`src/rtl/anim_sequencer.sv`:
```
// Frame-level animation controller: vsync frame detect, triangle-wave offset channels, scene sequencing, pause/step.
// Optional scene shuffle via an 8-bit LFSR when ANIM_SHUFFLE_EN is defined; default is sequential scenes.
module anim_sequencer #(
    parameter int NUM_CH       = 3,
    parameter int OFS_W        = 10,
    parameter int OFS_MAX      = 200,
    parameter int SCENE_FRAMES = 240,
    parameter int NUM_SCENES   = 4
) (
    input  logic                      clk,
    input  logic                      rst_n,
    input  logic                      vsync,
    input  logic                      pause,
    input  logic                      step,
    output logic [NUM_CH*OFS_W-1:0]   offsets,
    output logic [NUM_CH-1:0]         dirs,
    output logic [1:0]                scene,
    output logic                      frame_tick,
    output logic                      scene_start
);

    localparam int                CNT_W    = (SCENE_FRAMES > 1) ? $clog2(SCENE_FRAMES) : 1;
    localparam logic [CNT_W-1:0]  CNT_LAST = CNT_W'(SCENE_FRAMES - 1);
    localparam logic [OFS_W:0]    OFS_LIM  = (OFS_W+1)'(OFS_MAX);

    typedef enum logic {
        ST_RUN   = 1'b0,
        ST_PAUSE = 1'b1
    } state_t;

    state_t           state_q, state_d;
    logic             vsync_q;
    logic             step_q;
    logic             step_req_q, step_req_d;
    logic             rise, step_edge;
    logic             adv_en, advance, scene_wrap;
    logic [CNT_W-1:0] cnt_q, cnt_d;
    logic [1:0]       scene_q, scene_d, scene_nxt;
    logic             frame_tick_q, scene_start_q;
    logic [OFS_W:0]   step_sz;

    assign rise      = vsync & ~vsync_q;
    assign step_edge = step & ~step_q;

    // FSM: state register
    always_ff @(posedge clk or negedge rst_n) begin
        if (!rst_n) begin
            state_q <= ST_RUN;
        end else begin
            state_q <= state_d;
        end
    end

    // FSM: next-state logic
    always_comb begin
        state_d = state_q;
        case (state_q)
            ST_RUN:   if (pause)  state_d = ST_PAUSE;
            ST_PAUSE: if (!pause) state_d = ST_RUN;
        endcase
    end

    // FSM: outputs. A consuming rise wins over a simultaneous step edge.
    always_comb begin
        adv_en     = 1'b0;
        step_req_d = step_req_q;
        case (state_q)
            ST_RUN: begin
                adv_en     = 1'b1;
                step_req_d = 1'b0;
            end
            ST_PAUSE: begin
                adv_en = step_req_q;
                if (!pause) begin
                    step_req_d = 1'b0;
                end else if (rise && step_req_q) begin
                    step_req_d = 1'b0;
                end else if (step_edge) begin
                    step_req_d = 1'b1;
                end
            end
        endcase
    end

    assign advance    = rise & adv_en;
    assign scene_wrap = advance && (cnt_q == CNT_LAST);

    always_comb begin
        step_sz = '0;
        case (scene_q)
            2'd0:    step_sz = (OFS_W+1)'(1);
            2'd1:    step_sz = (OFS_W+1)'(2);
            2'd2:    step_sz = (OFS_W+1)'(4);
            default: step_sz = '0;
        endcase
    end

`ifdef ANIM_SHUFFLE_EN
    logic [7:0] lfsr_q;
    logic [7:0] lfsr_next;

    assign lfsr_next = {lfsr_q[6:0], lfsr_q[7] ^ lfsr_q[5] ^ lfsr_q[4] ^ lfsr_q[3]};

    always_comb begin
        scene_nxt = (lfsr_next[1:0] == scene_q) ? scene_q + 2'd1 : lfsr_next[1:0];
    end

    always_ff @(posedge clk or negedge rst_n) begin
        if (!rst_n) begin
            lfsr_q <= 8'h01;
        end else if (scene_wrap) begin
            lfsr_q <= lfsr_next;
        end
    end
`else
    always_comb begin
        scene_nxt = (scene_q == 2'(NUM_SCENES - 1)) ? 2'd0 : scene_q + 2'd1;
    end
`endif

    always_comb begin
        cnt_d   = cnt_q;
        scene_d = scene_q;
        if (scene_wrap) begin
            cnt_d   = '0;
            scene_d = scene_nxt;
        end else if (advance) begin
            cnt_d = cnt_q + CNT_W'(1);
        end
    end

    always_ff @(posedge clk or negedge rst_n) begin
        if (!rst_n) begin
            vsync_q       <= 1'b0;
            step_q        <= 1'b0;
            step_req_q    <= 1'b0;
            cnt_q         <= '0;
            scene_q       <= 2'd0;
            frame_tick_q  <= 1'b0;
            scene_start_q <= 1'b0;
        end else begin
            vsync_q       <= vsync;
            step_q        <= step;
            step_req_q    <= step_req_d;
            cnt_q         <= cnt_d;
            scene_q       <= scene_d;
            frame_tick_q  <= rise;
            scene_start_q <= scene_wrap;
        end
    end

    // Each channel bounces between 0 and OFS_MAX, clamping on overshoot; step 0 freezes it entirely.
    for (genvar k = 0; k < NUM_CH; k++) begin : g_ch
        localparam logic [OFS_W-1:0] OFS_INIT = OFS_W'((k * OFS_MAX) / NUM_CH);

        logic [OFS_W-1:0] ofs_q, ofs_d;
        logic             dir_q, dir_d;
        logic [OFS_W:0]   ofs_ext, sum;

        assign ofs_ext = {1'b0, ofs_q};
        assign sum     = ofs_ext + step_sz;

        always_comb begin
            ofs_d = ofs_q;
            dir_d = dir_q;
            if (advance && (step_sz != '0)) begin
                if (dir_q) begin
                    if (sum >= OFS_LIM) begin
                        ofs_d = OFS_LIM[OFS_W-1:0];
                        dir_d = 1'b0;
                    end else begin
                        ofs_d = sum[OFS_W-1:0];
                    end
                end else begin
                    if (ofs_ext <= step_sz) begin
                        ofs_d = '0;
                        dir_d = 1'b1;
                    end else begin
                        ofs_d = ofs_q - step_sz[OFS_W-1:0];
                    end
                end
            end
        end

        always_ff @(posedge clk or negedge rst_n) begin
            if (!rst_n) begin
                ofs_q <= OFS_INIT;
                dir_q <= 1'b1;
            end else begin
                ofs_q <= ofs_d;
                dir_q <= dir_d;
            end
        end

        assign offsets[k*OFS_W +: OFS_W] = ofs_q;
        assign dirs[k]                   = dir_q;
    end

    assign scene       = scene_q;
    assign frame_tick  = frame_tick_q;
    assign scene_start = scene_start_q;

endmodule
```
`config.mk`:
```
export PLATFORM = sky130hd
export DESIGN_NAME = anim_sequencer
export DESIGN_NICKNAME = d
export VERILOG_FILES = /design/src/rtl/anim_sequencer.sv
export SDC_FILE = /design/constraint.sdc
export NUM_CORES = 1
export LEC_CHECK = 0
export CORE_MARGIN = 3
export CORE_UTILIZATION = 30
export CTS_CLUSTER_DIAMETER = 60
export DETAILED_ROUTE_END_ITERATION = 10
export HOLD_SLACK_MARGIN = 0.05
export PLACE_DENSITY = 0.53
export SLEW_MARGIN = 10
export SYNTH_ARGS = -nofsm -noshare
export SYNTH_HDL_FRONTEND = slang
export SYNTH_SLANG_ARGS = --single-unit
```
`constraint.sdc`:
```
create_clock -name clk -period 4.37 [get_ports clk]
set_input_delay 0.874 -clock clk [delete_from_list [all_inputs] [get_ports clk]]
set_output_delay 0.874 -clock clk [all_outputs]
set_load 0.02 [all_outputs]
```
==> results of run 1 <==
## how the worst max path moves through the flow
stage                               startpoint                            to  cells past startpoint
after global routing      scene[0]$_DFFE_PN0P_  g_ch[2].ofs_q[3]$_DFFE_PN0P_                     11
final                     scene[0]$_DFFE_PN0P_  g_ch[2].ofs_q[6]$_DFFE_PN0P_                     11
after CTS                 scene[0]$_DFFE_PN0P_  g_ch[2].ofs_q[3]$_DFFE_PN0P_                     11
after detailed placement  scene[0]$_DFFE_PN0P_  g_ch[2].ofs_q[3]$_DFFE_PN0P_                     11
after floorplan           scene[0]$_DFFE_PN0P_  g_ch[2].ofs_q[6]$_DFFE_PN0P_                     12
after global placement    scene[0]$_DFFE_PN0P_  g_ch[2].ofs_q[3]$_DFFE_PN0P_                     11
## layout by cell type, fill, tap and decap left out, types with 4 or more instances in the layout
| cell | Yosys | routed |
|---|---|---|
| or3_1 | 6 | 6 |
| clkbuf_16 | 0 | 5 |
| a21o_1 | 5 | 5 |
| nand3_1 | 18 | 18 |
| ha_1 | 24 | 24 |
| nor4_1 | 6 | 6 |
| buf_4 | 4 | 5 |
| xor2_1 | 8 | 8 |
| xnor2_1 | 8 | 8 |
| a21oi_1 | 16 | 16 |
| nor2_1 | 49 | 48 |
| nor3_1 | 13 | 13 |
| nand3b_1 | 4 | 4 |
| and3_1 | 5 | 5 |
| nand2b_1 | 9 | 9 |
| o21ai_0 | 40 | 40 |
| o21ai_1 | 5 | 5 |
| inv_1 | 24 | 24 |
| nand2_1 | 39 | 39 |
| nand4_1 | 6 | 6 |
| and2_1 | 5 | 5 |
| clkdlybuf4s50_1 | 0 | 40 |
| dfrtp_1 | 41 | 41 |
| fa_1 | 6 | 6 |
| nor4b_1 | 4 | 4 |
| dfstp_2 | 8 | 8 |
| a31oi_1 | 6 | 6 |
| nor2b_1 | 10 | 10 |
## layer usage
layer / global-route usage / vias to the layer above
met4: 0.0524 / 0
met1: 0.195 / 1655
met2: 0.242 / 76
met3: 0.0262 / 12
li1: - / 1719
met5: 0 / -
## kinds of logic (layout without fill, tap and decap cells)
family	count (synthesis)	in the layout	synth area share
compound gates	123	123	0.216
xor+xnor	16	16	0.0356
fa+ha+maj	30	30	0.107
buf+inv	55	78	0.0649
flops	49	49	0.314
mux	4	4	0.0108
simple gates	190	190	0.252
## sequential cells by signal, indices dropped and copies added, names as in the netlist
name	cells
g_ch.ofs_q	30
cnt_q	8
g_ch.dir_q	3
scene	2
frame_tick	1
scene_start	1
state_q	1
step_q	1
step_req_q	1
vsync_q	1
## metrics by stage
step                      hold WS (ns)  power [uW]  instance area (sq um)
final                            0.441        1040                   4620
after global routing             0.475        1100                   4620
after CTS                        0.447        1060                   4620
after detailed placement         0.428         541                   4430
after global placement           0.426         539                   4430
after floorplan                  0.405         517                   3940
## power by group through the flow
stage,sequential (uW),clock (uW),combinational [uW]
5_1_grt,490,554,51.1
4_1_cts,487,531,45.9
3_3_place_gp,495,0,44.0
6_report,488,511,44.0
3_5_place_dp,495,0,46.4
2_1_floorplan,492,0,24.9
## cell type report
type | instances | share of cell area
Multi-Input combinational cell | 363 | 0.529
Sequential cell | 49 | 0.268
Timing Repair Buffer | 46 | 0.0959
Tap cell | 172 | 0.0466
Clock buffer | 5 | 0.0271
Inverter | 24 | 0.0195
Clock inverter | 3 | 0.0141
==> out/qor.yml, run 1 <==
initial_utilization: 0.309
swShare: 0.215
synth_edf_count: 0
coreArea_sq_mm: 0.0127
final-setup-viol-count: 0
clkLatencyLatePin_ns: 0.30
ys_async_sr_fraction: 1.00
synth_seq_area_share: 0.314
whs_endpoint: "frame_tick$_DFF_PN0_"
drc: 0
syn_area_per_cell_sq_um: 8.43
p_sw_uw: 225
wl_met2_mm: 4.95
holdPathStages: 1
synth_largest_area_cell: "dfrtp_1"
first_pass_iters: 5
cp.required_ns: 4.55
hold_viol_final: 0
cts-htree-levels: 2
relSlewSlack: 0.510
track_usage: 0.147
grt_max_degree: 33
fmax_mhz: 289
critPathSlowestCell: "fa_1"
power.internal_uw: 818
postCtsHoldBufs: 0
seq_area_sq_mm: 0.00124
die_w_um: 121
clock_skew_ns: 0.00464
place.gp.congestion: 0.898
crit_path_max_incr_delay_ns: 0.45
diodes: 0
pwr-share-clk: 0.490
cp_max_fo: 8
final_util: 0.363
clock_path_buffers: 2
synth_common_cells: "nor2_1 (49), dfrtp_1 (41), o21ai_0 (40), nand2_1 (39)"
hp-start: "vsync_q$_DFF_PN0_"
outcome: "finished, final reports clean"
slew_violations: 0
holdCritPathClass: "register to register"
num-fill-cells: 1330
fp.dieArea_sq_mm: 0.0145
fin_ws_ns: 0.909
synth.distinct_cells: 72
die_y_um: 121
drive_gt1_frac: 0.0837
post-cts-setup-buffers: 0
dp.cells: 654
cellLeakagePower_uw: 0.00194
reg2regPathDepth: 11
numCtsBuffers: 5
wl_met1_mm: 4.76
path_clk_slew_ns: 0.07
min_period_over_period: 0.792
end_kind: "register"
grt_pass1_wl_mm: 17.4
wirelength_mm: 10.4
num_vias: 3462
core.rowCount: 41
top_layer_used: "met4"
path_class: "register to register"
r2r_setup_slack_ns: 0.91
tightest_slew_ns: 0.731
wl_per_cell_um: 15.6
wl_met3_um: 447
grt_pass1_vias: 3418
cap_viol_max_count: 0
synth_most_common_cell: "nor2_1"
ir_drop_uv: 149
worstPathCellList: "inv_1 -> ha_1 -> ha_1 -> fa_1 -> nor2b_1 -> or2_2 -> a32o_1 -> a31oi_1 -> and2_1 -> o21ai_2 -> a221o_1"
multi_input_area_sq_mm: 0.00245
nets: 524
ys_ff_latch: 49
antenna_found_initial: 0
syn_nets: 502
fin_cells: 662
io_pins: 42
netlist_area_sq_mm: 0.00394
power_per_cell_area_mw_per_mm2: 226
p_comb_frac: 0.042
tns_ns: 0
synth_area_leaders: "dfrtp_1 (26%), ha_1 (7.6%), dfstp_2 (5.3%)"
worstPathArrival_ns: 3.64
overflow: 0
ctsRootBufferMaster: "clkbuf_16"
dp_hpwl_mm: 7.47
r2r-start: "scene[0]$_DFFE_PN0P_"
synth_cells: 467
area_delta_synth_final_pct: 17.4
cp_top_family: "adder cells"
cts_tree: "done"
drt_iter0_markers: 194
cts_sinks: 49
io_buffers: 41
post_cts_resized: 0
yosys.area.top_type_share: 0.261
vias_per_cell: 5.23
r2r_end: "g_ch[2].ofs_q[6]$_DFFE_PN0P_"
crit_top_cell: "ha_1"
synth_ff_type: "dfrtp_1"
rsz0062_at_grt: "false"
timing.final.crit_period_ns: 3.46
pre_cts_slack_ns: 0.934
path_buf_inv: 1
ant_nets: 0
cp-start-kind: "register"
ys.warnings.count: 0
power_frac_seq: 0.468
No activity file was read; power rests on OpenSTA's default activity.
==> run 2, diff against run 1 <==
Clock period 4.37 ns to 3.2 ns, I/O delays scaled along.
==> run 2 against run 1 <==
  * Cell count is 2.4% higher
  * Setup slack worse by 0.79 ns
  * Largest cell class unchanged
  * Highest routed layer unchanged
  * Clock power is 26% higher
==> out/qor.yml, run 2 (synthesis gave the netlist of run 1 again) <==
outcome: "finished, final reports clean"
ctsRootBufferMaster: "clkbuf_16"
area_delta_synth_final_pct: 21.5
cts_tree: "done"
drt_iter0_markers: 231  # +19%
final_cell_mix: "nor2_1 (48), dfrtp_1 (41), o21ai_0 (40), clkdlybuf4s50_1 (40), nand2_1 (39)"
pre_cts_slack_ns: 0.0322  # -0.902 ns
path_class: "register to register"
die_w_um: 121  # unchanged
diodes: 0  # unchanged
relSlewSlack: 0.617  # +0.107
antenna_found_initial: 0  # unchanged
nets: 540  # +3.1%
cts-htree-levels: 2  # unchanged
fp.dieArea_sq_mm: 0.0145  # unchanged
final-setup-viol-count: 0  # unchanged
io_pins: 42  # unchanged
postCtsHoldBufs: 0  # unchanged
holdCritPathClass: "input pin to asynchronous set/reset pin"
clock_skew_ns: 0.00759  # +0.00295 ns
cap_viol_max_count: 0  # unchanged
timing.final.crit_period_ns: 3.08  # -0.379 ns
largest_reg_flops: 30  # unchanged
worstPathArrival_ns: 3.27  # -0.37 ns
drc: 0  # unchanged
cts_sinks: 49  # unchanged
num-fill-cells: 1355  # +1.9%
end_kind: "register"
hold_viol_final: 0  # unchanged
num_vias: 3518  # +1.6%
cp.required_ns: 3.38  # -1.17 ns
final_common_cell: "nor2_1"
numCtsBuffers: 5  # unchanged
cellLeakagePower_uw: 0.00200  # +3.4%
ir_drop_uv: 238  # +60%
fin_ws_ns: 0.118  # -0.791 ns
top_register: "g_ch.ofs_q"
grt_pass1_vias: 3507  # +2.6%
crit_start: "scene[0]$_DFFE_PN0P_"
ant_nets: 0  # unchanged
r2r-start: "scene[0]$_DFFE_PN0P_"
path_clk_slew_ns: 0.08  # about the same
reg.largest.list: "g_ch.ofs_q (30), cnt_q (8), g_ch.dir_q (3)"
core.rowCount: 41  # unchanged
tightest_slew_ns: 0.574  # -0.157 ns
min_period_over_period: 0.963  # +0.171
grt_pass1_wl_mm: 17.9  # +2.6%
tns_ns: 0  # unchanged
vias_per_cell: 5.19  # -0.78%
cp-start-kind: "register"
clkLatencyLatePin_ns: 0.30  # about the same
die_y_um: 121  # unchanged
clock_path_buffers: 2  # unchanged
wl_per_cell_um: 15.7  # +0.29%
place.gp.congestion: 0.867  # -3.5%
slew_violations: 0  # unchanged
cp_max_fo: 6  # -2
grt_max_degree: 29  # -12%
first_pass_iters: 4  # -1
overflow: 0  # unchanged
power_per_cell_area_mw_per_mm2: 286  # +27%
coreArea_sq_mm: 0.0127  # unchanged
wirelength_mm: 10.6  # +2.7%
initial_utilization: 0.309  # unchanged
drive_gt1_frac: 0.136  # +0.0527
track_usage: 0.149  # +0.00219
fmax_mhz: 324  # +12%
dp_hpwl_mm: 7.68  # +2.9%
io_buffers: 41  # unchanged
run 2: changes by cell type in the layout (fill, tap and decap cells not counted), moves of 2 or more:
cell and delta:
inv_6 +2, ha_2 +3, ha_1 -4, buf_4 +16
run 2: path summary, 6_finish.rpt:
path                                                 to  slack (ns)  cells past startpoint
min                        g_ch[1].ofs_q[9]$_DFFE_PN0P_        0.33                      1
max in group asynchronous  g_ch[1].ofs_q[1]$_DFFE_PN1P_        2.04                      2
min reg2reg                        frame_tick$_DFF_PN0_        0.44                      1
max                        g_ch[2].ofs_q[6]$_DFFE_PN0P_        0.12                     11
min in group clk                   frame_tick$_DFF_PN0_        0.44                      1
max reg2reg                g_ch[2].ofs_q[6]$_DFFE_PN0P_        0.12                     11
run 2: final cells by class:
class / count / area (sq um) / share of cell area
Tap cell: 172 / 215 / 0.0450
Inverter: 24 / 90.1 / 0.0188
Clock inverter: 3 / 47.5 / 0.00995
Clock buffer: 5 / 125 / 0.0262
Timing Repair Buffer: 62 / 563 / 0.118
Sequential cell: 49 / 1240 / 0.259
Multi-Input combinational cell: 363 / 2500 / 0.524
run 2: metrics by stage:
| step | area (sq um) | instances | hold slack, ns | power [uW] | utilization |
|---|---|---|---|---|---|
| 6_report | 4780 | 678 | 0.330 | 1370 | 0.376 |
| 5_1_grt | 4780 | 678 | 0.384 | 1430 | 0.376 |
| 4_1_cts | 4720 | 677 | 0.377 | 1390 | 0.371 |
| 3_5_place_dp | 4540 | 669 | 0.430 | 739 | 0.357 |
| 3_3_place_gp | 4540 | 669 | 0.428 | 737 | 0.357 |
| 2_1_floorplan | 3940 | 467 | 0.344 | 706 | - |
run 2: what timing repair did:
action,4_1_cts,5_1_grt
setup endpoints to repair,2,21
buffers inserted,0,1
pin swaps,0,2
gates resized for setup,2,12
run 2: layer usage:
metal	up-vias	track usage	part of all wire
met5	-	0	0
met4	0	0.0510	0.019
met2	75	0.242	0.46
li1	1742	-	-
met3	15	0.0248	0.043
met1	1686	0.202	0.47
run 2: worst max-delay path, cell delays in order, from the launching register on:
cell	delay, ns
dfrtp_1	0.38
inv_1	0.09
ha_1	0.26
ha_1	0.24
fa_1	0.42
nor2b_1	0.16
or2_2	0.30
a32o_1	0.27
a31oi_2	0.23
and2_4	0.22
o21ai_2	0.06
a221o_1	0.32
run 2: where the power goes:
group	total (uW)	leakage, uW	switching [uW]	internal, uW
Combinational	59.7	0.00132	33.1	26.6
Clock	643	0.0000848	268	376
Sequential	664	0.000595	20.5	643
Total	1370	0.00200	321	1050
==> run 3, diff against run 2 <==
Settings changed: RECOVER_POWER set to 50.
==> run 3 against run 2 <==
  * Global-route usage unchanged
  * Clock power is essentially flat
  * Critical path type unchanged
  * Hold slack improved by 0.11 ns
  * Largest power group unchanged
  * Critical endpoint unchanged
==> out/qor.yml, run 3 (synthesis gave the netlist of run 1 again) <==
diodes: 0  # unchanged
die_y_um: 121  # unchanged
vias_per_cell: 5.19  # about the same
place.gp.congestion: 0.867  # unchanged
antenna_found_initial: 0  # unchanged
cp.required_ns: 3.38  # about the same
initial_utilization: 0.309  # unchanged
dp_hpwl_mm: 7.68  # unchanged
hp-start: "vsync_q$_DFF_PN0_"
multi_input_area_sq_mm: 0.00250  # unchanged
cts-htree-levels: 2  # unchanged
end_kind: "register"
critPathSlowestCell: "fa_1"
grt_pass1_wl_mm: 17.9  # unchanged
path_clk_slew_ns: 0.08  # about the same
wl_per_cell_um: 15.7  # about the same
final_cell_mix: "nor2_1 (48), dfrtp_1 (41), o21ai_0 (40)"
ctsRootBufferMaster: "clkbuf_16"
track_usage: 0.149  # unchanged
crit_start: "scene[0]$_DFFE_PN0P_"
relSlewSlack: 0.0875  # -0.530
wirelength_mm: 10.6  # about the same
finalInstanceArea_sq_mm: 0.00478  # about the same
io_pins: 42  # unchanged
reg.largest.list: "g_ch.ofs_q (30), cnt_q (8), g_ch.dir_q (3)"
drive_gt1_frac: 0.134  # -0.00198
final-setup-viol-count: 0  # unchanged
cp_max_fo: 6  # unchanged
cp_top_family: "adder cells"
clock_path_buffers: 2  # unchanged
fmax_mhz: 324  # about the same
clkLatencyLatePin_ns: 0.30  # about the same
min_period_over_period: 0.963  # about the same
r2r-start: "scene[0]$_DFFE_PN0P_"
drt_iter0_markers: 224  # -3.0%
grt_max_degree: 29  # unchanged
tns_ns: 0  # unchanged
cts_sinks: 49  # unchanged
hold_viol_final: 0  # unchanged
cp-start-kind: "register"
worstPathArrival_ns: 3.27  # about the same
cts_tree: "done"
holdCritPathClass: "register to register"
seq_area_sq_mm: 0.00124  # unchanged
path_class: "register to register"
num-fill-cells: 1355  # unchanged
path_buf_inv: 1  # unchanged
slew_violations: 0  # unchanged
crit_top_cell: "ha_1"
ant_nets: 0  # unchanged
power_per_cell_area_mw_per_mm2: 286  # about the same
clock_skew_ns: 0.00761  # +0.0000173 ns
numCtsBuffers: 5  # unchanged
first_pass_iters: 4  # unchanged
timing.final.crit_period_ns: 3.08  # +0.0000180 ns
crit_path_max_incr_delay_ns: 0.42  # about the same
core.rowCount: 41  # unchanged
cellLeakagePower_uw: 0.00202  # +0.58%
ir_drop_uv: 238  # about the same
io_buffers: 41  # unchanged
grt_pass1_vias: 3507  # unchanged
outcome: "finished, final reports clean"
tightest_slew_ns: 1.37  # +0.795 ns
largest_reg_flops: 30  # unchanged
worstPathCellList: "inv_1 -> ha_1 -> ha_1 -> fa_1 -> nor2b_1 -> or2_2 -> a32o_1 -> a31oi_2 -> and2_4 -> o21ai_2 -> a221o_1"
cap_viol_max_count: 0  # unchanged
num_vias: 3520  # +0.057%
drc: 0  # unchanged
placed_cell_area_sq_mm: 0.00454  # unchanged
final_common_cell: "nor2_1"
overflow: 0  # unchanged
power_uw: 1370  # -0.12%
fp.dieArea_sq_mm: 0.0145  # unchanged
nets: 540  # unchanged
coreArea_sq_mm: 0.0127  # unchanged
top_register: "g_ch.ofs_q"
die_w_um: 121  # unchanged
area_delta_synth_final_pct: 21.4  # about the same
run 3: cell type report:
cell class / count / area share
tap: 172 / 0.0451
clock buffer: 5 / 0.0262
clock inverter: 3 / 0.00996
sequential: 49 / 0.259
multi-input combinational: 363 / 0.524
inverter: 24 / 0.0189
timing repair buffer: 62 / 0.117
run 3: timing repair:
item	in CTS	in global routing
hold buffers	0	0
setup endpoints to repair	2	21
pin swaps	0	2
resized for setup	2	12
buffers inserted	0	1
run 3: worst paths after layout:
path | end | slack [ns] | cells past startpoint
min reg2reg | frame_tick$_DFF_PN0_ | 0.44 | 1
min | frame_tick$_DFF_PN0_ | 0.44 | 1
max | g_ch[2].ofs_q[6]$_DFFE_PN0P_ | 0.12 | 11
min in group asynchronous | g_ch[1].ofs_q[9]$_DFFE_PN0P_ | 0.64 | 1
max in group asynchronous | g_ch[1].ofs_q[3]$_DFFE_PN0P_ | 1.19 | 2
max reg2reg | g_ch[2].ofs_q[6]$_DFFE_PN0P_ | 0.12 | 11
run 3: where the power goes:
part	internal, uW	leakage (uW)	switching [uW]
Sequential	643	0.000595	20.5
Combinational	25.0	0.00134	33.1
Clock	376	0.0000848	268
Total	1040	0.00202	321
run 3: worst reg2reg max path: cells and delay by family, from the launching register on:
family / cells / cell delay (ns)
compound gates: 4 / 0.88
fa+ha+maj: 3 / 0.92
flops: 1 / 0.38
simple gates: 3 / 0.68
buf+inv: 1 / 0.09
run 3: per-layer routing:
metal,global-route usage,wire length (um),vias to the layer above
met5,0,0,-
met4,0.0510,204,0
met3,0.0248,456,15
met2,0.242,4940,75
met1,0.202,5030,1687
li1,-,-,1743
run 3: per-stage QoR:
stage | utilization | cells | hold WS (ns) | setup slack [ns]
finish | 0.375 | 678 | 0.438 | 0.118
global route | 0.375 | 678 | 0.465 | -0.0127
CTS | 0.371 | 677 | 0.377 | 0.0581
detailed placement | 0.357 | 669 | 0.430 | 0.0322
global placement | 0.357 | 669 | 0.428 | 0.114
floorplan | - | 467 | 0.344 | 0.0322
